**src/rtl/mul_seq_ctrl_pkg.sv**
```systemverilog
// Shared encodings and defaults for the repeated-addition multiplier control path.
package mul_pkg;

    localparam logic [2:0] S_IDLE = 3'd0;
    localparam logic [2:0] S_LDA  = 3'd1;
    localparam logic [2:0] S_LDB  = 3'd2;
    localparam logic [2:0] S_ADD  = 3'd3;
    localparam logic [2:0] S_DONE = 3'd4;

    localparam int MAX_ITER_DEF = 65535;
    localparam int IW_DEF       = 16;

    // Strobe bundle decoded from state each cycle.
    typedef struct packed {
        logic ld_a;
        logic ld_b;
        logic dec_b;
        logic clr_p;
        logic ld_p;
        logic busy;
        logic done;
    } strobe_t;

    localparam strobe_t STROBE_IDLE = '0;

endpackage

```
**src/rtl/mul_seq_ctrl_if.sv**
```systemverilog
// Host handshake plus datapath strobes between the multiplier controller and its datapath.
interface mul_seq_ctrl_if;
    logic start;
    logic eqz;
    logic ld_a;
    logic ld_b;
    logic dec_b;
    logic clr_p;
    logic ld_p;
    logic busy;
    logic done;
    logic err;

    // Host/datapath side.
    modport master (
        output start, eqz,
        input  ld_a, ld_b, dec_b, clr_p, ld_p, busy, done, err
    );

    // Controller side.
    modport slave (
        input  start, eqz,
        output ld_a, ld_b, dec_b, clr_p, ld_p, busy, done, err
    );
endinterface

```
**src/rtl/mul_seq_ctrl.sv**
```systemverilog
// Control FSM for P = A added B times, with an iteration watchdog on oversized B.
module mul_seq_ctrl
    import mul_pkg::*;
#(
    parameter int MAX_ITER = MAX_ITER_DEF,
    parameter int IW       = IW_DEF
) (
    input  logic           clk,
    input  logic           rst_n,
    mul_seq_ctrl_if.slave  bus
);

    localparam logic [IW-1:0] CNT_MAX = IW'(MAX_ITER);

    logic [2:0]    state_q, state_d;
    logic [IW-1:0] cnt_q, cnt_d;
    logic          err_q, err_d;
    strobe_t       st;

    // Strobes decode straight from state so reset clears them without waiting for an edge.
    always_comb begin
        state_d = state_q;
        cnt_d   = cnt_q;
        err_d   = err_q;
        st      = STROBE_IDLE;
        case (state_q)
            S_IDLE: begin
                if (bus.start) begin
                    state_d = S_LDA;
                    cnt_d   = '0;
                    err_d   = 1'b0;
                end
            end
            S_LDA: begin
                st.ld_a = 1'b1;
                st.busy = 1'b1;
                state_d = S_LDB;
            end
            S_LDB: begin
                st.ld_b  = 1'b1;
                st.clr_p = 1'b1;
                st.busy  = 1'b1;
                state_d  = S_ADD;
            end
            S_ADD: begin
                st.busy = 1'b1;
                if (bus.eqz) begin
                    state_d = S_DONE;
                end else if (cnt_q < CNT_MAX) begin
                    st.ld_p  = 1'b1;
                    st.dec_b = 1'b1;
                    cnt_d    = cnt_q + 1'b1;
                end else begin
                    // Runaway B: abort before the counter could wrap.
                    state_d = S_DONE;
                    err_d   = 1'b1;
                end
            end
            S_DONE: begin
                st.done = 1'b1;
                if (!bus.start) state_d = S_IDLE;
            end
            default: state_d = S_IDLE;
        endcase
    end

    always_ff @(posedge clk or negedge rst_n) begin
        if (!rst_n) begin
            state_q <= S_IDLE;
            cnt_q   <= '0;
            err_q   <= 1'b0;
        end else begin
            state_q <= state_d;
            cnt_q   <= cnt_d;
            err_q   <= err_d;
        end
    end

    assign bus.ld_a  = st.ld_a;
    assign bus.ld_b  = st.ld_b;
    assign bus.dec_b = st.dec_b;
    assign bus.clr_p = st.clr_p;
    assign bus.ld_p  = st.ld_p;
    assign bus.busy  = st.busy;
    assign bus.done  = st.done;
    assign bus.err   = err_q;

endmodule
```
**src/flat_wrapper.sv**
```systemverilog
// flat-port wrapper written by rule: the top's interface ports become plain ports
module mul_seq_ctrl_flat import mul_pkg::*;
#(
    parameter int MAX_ITER = MAX_ITER_DEF,
    parameter int IW       = IW_DEF
)
  (clk, rst_n, bus_start, bus_eqz, bus_ld_a, bus_ld_b, bus_dec_b, bus_clr_p, bus_ld_p, bus_busy, bus_done, bus_err);
  mul_seq_ctrl_if bus_i ();
  input  logic clk;
  input  logic rst_n;
  input wire logic [$bits(bus_i.start)-1:0] bus_start;
  input wire logic [$bits(bus_i.eqz)-1:0] bus_eqz;
  output wire logic [$bits(bus_i.ld_a)-1:0] bus_ld_a;
  output wire logic [$bits(bus_i.ld_b)-1:0] bus_ld_b;
  output wire logic [$bits(bus_i.dec_b)-1:0] bus_dec_b;
  output wire logic [$bits(bus_i.clr_p)-1:0] bus_clr_p;
  output wire logic [$bits(bus_i.ld_p)-1:0] bus_ld_p;
  output wire logic [$bits(bus_i.busy)-1:0] bus_busy;
  output wire logic [$bits(bus_i.done)-1:0] bus_done;
  output wire logic [$bits(bus_i.err)-1:0] bus_err;
  assign bus_i.start = bus_start;
  assign bus_i.eqz = bus_eqz;
  assign bus_ld_a = bus_i.ld_a;
  assign bus_ld_b = bus_i.ld_b;
  assign bus_dec_b = bus_i.dec_b;
  assign bus_clr_p = bus_i.clr_p;
  assign bus_ld_p = bus_i.ld_p;
  assign bus_busy = bus_i.busy;
  assign bus_done = bus_i.done;
  assign bus_err = bus_i.err;
  mul_seq_ctrl #(.MAX_ITER(MAX_ITER), .IW(IW)) u_core (.clk(clk), .rst_n(rst_n), .bus(bus_i));
endmodule
```
**config.mk**
```make
export PLATFORM = sky130hd
export DESIGN_NAME = mul_seq_ctrl_flat
export DESIGN_NICKNAME = d
export VERILOG_FILES = /design/src/rtl/mul_seq_ctrl_pkg.sv /design/src/rtl/mul_seq_ctrl_if.sv /design/src/rtl/mul_seq_ctrl.sv /design/src/flat_wrapper.sv
export SDC_FILE = /design/constraint.sdc
export NUM_CORES = 1
export LEC_CHECK = 0
export CAP_MARGIN = 20
export CELL_PAD_IN_SITES_DETAIL_PLACEMENT = 1
export CELL_PAD_IN_SITES_GLOBAL_PLACEMENT = 1
export CORE_MARGIN = 3
export CORE_UTILIZATION = 38
export DETAILED_ROUTE_END_ITERATION = 7
export PLACE_DENSITY = 0.78
export SETUP_SLACK_MARGIN = 0.15
export SLEW_MARGIN = 20
export SYNTH_ARGS = -nofsm -noshare
export SYNTH_HDL_FRONTEND = slang
export SYNTH_SLANG_ARGS = --single-unit
```
**constraint.sdc**
```tcl
create_clock -name clk -period 2 [get_ports clk]
set_input_delay 0.5 -clock clk [delete_from_list [all_inputs] [get_ports clk]]
set_output_delay 0.5 -clock clk [all_outputs]
set_load 0.03 [all_outputs]
```
After elaboration in Yosys (flattened, before gate mapping)
Index checks and enable logic that the tools add are counted.

storage, ports and cells
  bits in registers = 20
  logic and storage cells = 41
  bits of input ports = 4

cells by class
  equal/unequal tests = 10
  reduce and logical (&&, ||, !) cells = 6
  multiplexer cells = 20
  add/sub/neg operators = 1
  $lt $le $gt $ge = 1

operator list
  operator                                               count
  two-way mux 16 bit                                     3
  case mux 16 bit (2 select lines)                       1
  adder 16 x 1 -> 16 bit, second input constant          1
  less-than comparator 16 bit, second input constant     1
  case mux 3 bit (5 select lines)                        1
  two-way mux 3 bit                                      4
  two-way mux 1 bit                                      10
  inequality test 2 bit, second input constant           4
  AND reduction 4 bit                                    2
  == test 3 x 2 -> 1 bit, second input constant          2
  == test 3 x 1 -> 1 bit, second input constant          1
  == test 3 bit, second input constant                   1
  logical NOT 3 bit                                      1
  inequality test 3 bit, second input constant           1
  AND reduction 3 bit                                    1
  OR reduction 3 bit                                     1
  inequality test 2 x 1 -> 1 bit, second input constant  1
  case mux 1 bit (2 select lines)                        1
  nonzero test 2 bit                                     1

Depth between registers and ports, before layout
  depth after elaboration = 4
  mapped depth = 7

Least setup slack after synthesis
No wires, ideal clock.

  path type = register to output
  start point = register u_core.state_q[2]
  end point = output port bus_ld_b
  buffers on the path = 2
  stages on the path, launching flop included = 4
  slack = -152 ps
  data arrival time = 1652 ps
  path through = dfrtp_1 -> clkbuf_1 -> nor3b_1 -> buf_4

between the ends
  word-level cells in the longest chain between the ends = 2

RTL lines
  element                 line                text
  start, declared         mul_seq_ctrl.sv:15  logic [2:0] state_q, state_d;
  start signal, assigned  mul_seq_ctrl.sv:73  state_q <= state_d;
  == test 3 x 2 -> 1 bit  n/a
  two-way mux 1 bit       n/a
  end, declared           flat_wrapper.sv:14  output wire logic [$bits(bus_i.ld_b)-1:0] bus_ld_b;

Every way passes these cells.

Worst setup path after layout
  start point = register u_core.state_q[2]
  end point = output port bus_dec_b

between the ends
  word-level cells in the longest chain between the ends = 2

RTL lines
  element                 line                text
  == test 3 x 2 -> 1 bit  mul_seq_ctrl.sv:26  case (state_q)
  two-way mux 1 bit       mul_seq_ctrl.sv:26
  end, declared           flat_wrapper.sv:15  output wire logic [$bits(bus_i.dec_b)-1:0] bus_dec_b;

Every way passes these cells.

==> summary.md <==
| Metric | Value |
|---|---|
| Storage cell area | 502 um^2 |
| Post-synth EDFFs | 0 |
| Pleak | between 0.7 and 0.8 nW |
| Peak VDD IR | around 0.75 mV |
| Post-route cell area | approximately 1700 um^2 |
| Share of the synthesized area in the top cell type | 0.425 |
| Critical Path Start Type | register |
| Largest net degree at the start of global routing | 21 |
| Post-CTS Hold Fix Bufs | 0 |
| Delay-heaviest family, CP | buffers and inverters |
| Root Driver | clkbuf_4 |
| Most used cell, CP | buf_4 |
| Buffer and inverter count on the worst path | 4 |
| Final #Nets | 183 |
| Die width | ~62 um |
| Synth Net Count | around 130 |
| Max clock buf depth | 2 |
| Initial Util | 0.413 |
| Critical path class | register to output pin |
| Req. time, crit path | approximately 1500 ps |
| Syn-to-layout area delta | 45.4% |
| Worst r2r src | u_core.state_q[2]$_DFFE_PN0P_ |
| Crit-path cells | buf_4 > nor4bb_1 > buf_4 > nand2_4 > inv_6 > buf_6 |
| Final setup vio count | 2 |
| Iter 0 DRT Violations | between 40 and 50 |
| Max Fanout on Critical Path | 7 |
| Total power draw | approximately 2 mW |
| Final hold slack | 509 ps |
| Clock sinks | 20 |
| Synth area leaders | dfrtp_1, nand2_1, mux2i_1 |
| # port buffers | 11 |
| Skew-Pair Late Insertion Delay | around 310 ps |
| Initial antenna violation count | 0 |
| Yosys warnings | 0 |
| Seq/Total Area, Yosys | 0.425 |
| Vias in the first global route | between 1000 and 1500 |
| Post-synthesis cell type count | 39 |
| Primary FF master, synth | dfrtp_1 |
| Final setup margin | -238 ps |
| CTS Buf Count | 3 |
| GR Overflow Total | 0 |
| Worst-margin pin slew | 348 ps |
| Worst Path Arrival | ~1700 ps |
| DR WL/cell | 18.4 um |
| Cell Rows | 19 |
| CP max stage delay | between 400 and 500 ps |
| Core area | roughly 2900 um^2 |
| Final hold viol count | 0 |
| Clk slew on worst S/H paths | around 120 ps |
| Worst rel slew slack | 0.766 |
| Critical path capture point type | output pin |
| Area leader, netlist | dfrtp_1 |
| Total global-route track usage | 0.217 |
| Slew Limit Fails | 0 |
| Fmax | 447 MHz |
| RSZ-0062 raised after global routing | yes |
| Height of the die | 61.7 um |
| DP Area | 1540 um^2 |
| Final worst path period share | 1.12 |
| I/O pins | 12 |
| Max-cap violations | 0 |
| Multi-input gate area | ~650 um^2 |
| Setup TNS | -476 ps |
| Cells after Synth | roughly 130 |
| Clk_skew | 2.31 ps |
| Fill count | about 330 |
| Violated checks | setup timing |
| Critical-path top delay cell | dfrtp_1 |
| TritonCTS clock tree | yes |
| Hold crit path type | input port to asynchronous set/reset pin |
| Global-route wire length before repair | approximately 6000 um |
| GP Congestion | 0.789 |
| Worst Setup SP | u_core.state_q[2]$_DFFE_PN0P_ |
| Final core utilization | 0.601 |
| Total routed wirelength | ~3800 um |
| Layout cell share with drive strength beyond 1 | 0.390 |
| DP HPWL | approximately 2600 um |
| PD cells | between 1000 and 1500 nW/um^2 |
| Register bit total from synthesis | 20 |
| Synthesized area | ~1200 um^2 |
| Outcome | finished, violations left |
| Inserted Diodes | 0 |
| Full die area | 3810 um^2 |
| Syn_area_per_cell | a little over 9 um^2 |
| Fin crit period | approximately 2200 ps |
| Via count | 1195 |
| DRC violations left | 0 |
| Vias/cell | between 5 and 6 |
| Asr flop ratio synth | 1.00 |
| Antenna Nets Post-Route | 0 |
| DRT Pass-1 Iters | 4 |
| H-tree depth | 1 |
cell type report:
type / count / share of cell area
Clock buffer: 3 / 0.0131
Clock inverter: 1 / 0.0175
Inverter: 9 / 0.0226
Multi-Input combinational cell: 92 / 0.380
Sequential cell: 20 / 0.293
Tap cell: 31 / 0.0226
Timing Repair Buffer: 52 / 0.251
routing by layer:
metal | global-route usage | up-vias | share of wire
met2 | 0.390 | 26 | 0.52
met3 | 0.0372 | 6 | 0.033
li1 | - | 568 | -
met5 | 0 | - | 0
met4 | 0.0818 | 0 | 0.015
met1 | 0.255 | 595 | 0.44
cell usage after synthesis, drive strengths merged, types with 2 or more instances:
library cell  number
xnor2              2
nor2               5
inv                9
nand2             17
nand2b             3
dfrtp             20
o211ai             4
o31a               2
o21ai              3
mux2i              4
a2bb2oi            2
nand4              4
buf                3
a22o               2
or3                2
nor3               5
a21oi              3
or4                4
nand3              6
nor3b              2
clkbuf             5
a31oi              6
nand3b             2
nor4               3
power breakdown:
group | switching (mW) | internal (mW)
sequential | 0.0965 | 0.496
clock | 0.136 | 0.203
combinational | 0.583 | 0.537
worst register-to-register path, cell delays in order, from the launching register on:
cell and delay, ps:
dfrtp_1 480, buf_4 200, nor4bb_1 320, buf_4 190
buf_4 160, nand2_1 70, mux2_2 260, o21ai_0 70
per-stage QoR:
stage          instances  setup WS [ps]
4_1_cts              204           -253
5_1_grt              208           -361
3_5_place_dp         196           -106
2_1_floorplan        129           11.2
3_3_place_gp         196          -90.5
6_report             208           -238
placed cells by master (no fill, tap or decap), types with 2 or more instances in the layout:
master	Yosys	layout
inv_1	8	8
a21oi_1	3	3
a22o_1	2	2
nand4_1	3	3
clkdlybuf4s50_1	0	3
nand2b_1	3	3
o211ai_1	4	4
buf_6	0	9
clkbuf_4	0	3
mux2i_1	4	4
dfrtp_1	20	19
or3_1	2	2
o21ai_0	3	3
o31a_1	2	2
or4_4	0	3
nand3_1	6	5
buf_4	3	38
nor2_1	5	4
nor3_1	5	5
a2bb2oi_1	2	2
nand2_1	16	16
nand3b_1	2	2
a31oi_1	6	6
xnor2_1	2	2
nor4_1	2	2
final timing paths:
check / endpoint / slack (ps) / cells after the start
worst max-delay path: bus_dec_b / -240 / 6
worst min-delay path: u_core.cnt_q[10]$_DFFE_PN0P_ / 510 / 2
worst max register to register: u_core.cnt_q[10]$_DFFE_PN0P_ / 180 / 7
worst min register to register: u_core.cnt_q[14]$_DFFE_PN0P_ / 510 / 1
max in group asynchronous: u_core.state_q[0]$_DFFE_PN0P_ / 1270 / 2
min in group clk: u_core.cnt_q[14]$_DFFE_PN0P_ / 510 / 1
logic make-up (layout without fill, tap and decap cells):
logic type      count (synthesis)  after routing  share of synthesized area
simple gates                   57             57                      0.277
buf+inv                        17             65                     0.0637
mux                             5              5                     0.0435
compound gates                 27             27                      0.166
fa+ha+maj                       1              1                     0.0106
flops                          20             20                      0.425
xor+xnor                        2              2                     0.0149
state kept, by name, summed over array words and instances (netlist names):
register / flops
u_core.bus.err: 1
u_core.cnt_q: 16
u_core.state_q: 3
timing repair:
action | 4_1_cts | 5_1_grt
buffers inserted | 4 | 4
cloned | 0 | 0
gates resized for setup | 24 | 22
endpoints found under the setup margin | 9 | 11
No activity file was read; power rests on OpenSTA's default activity.
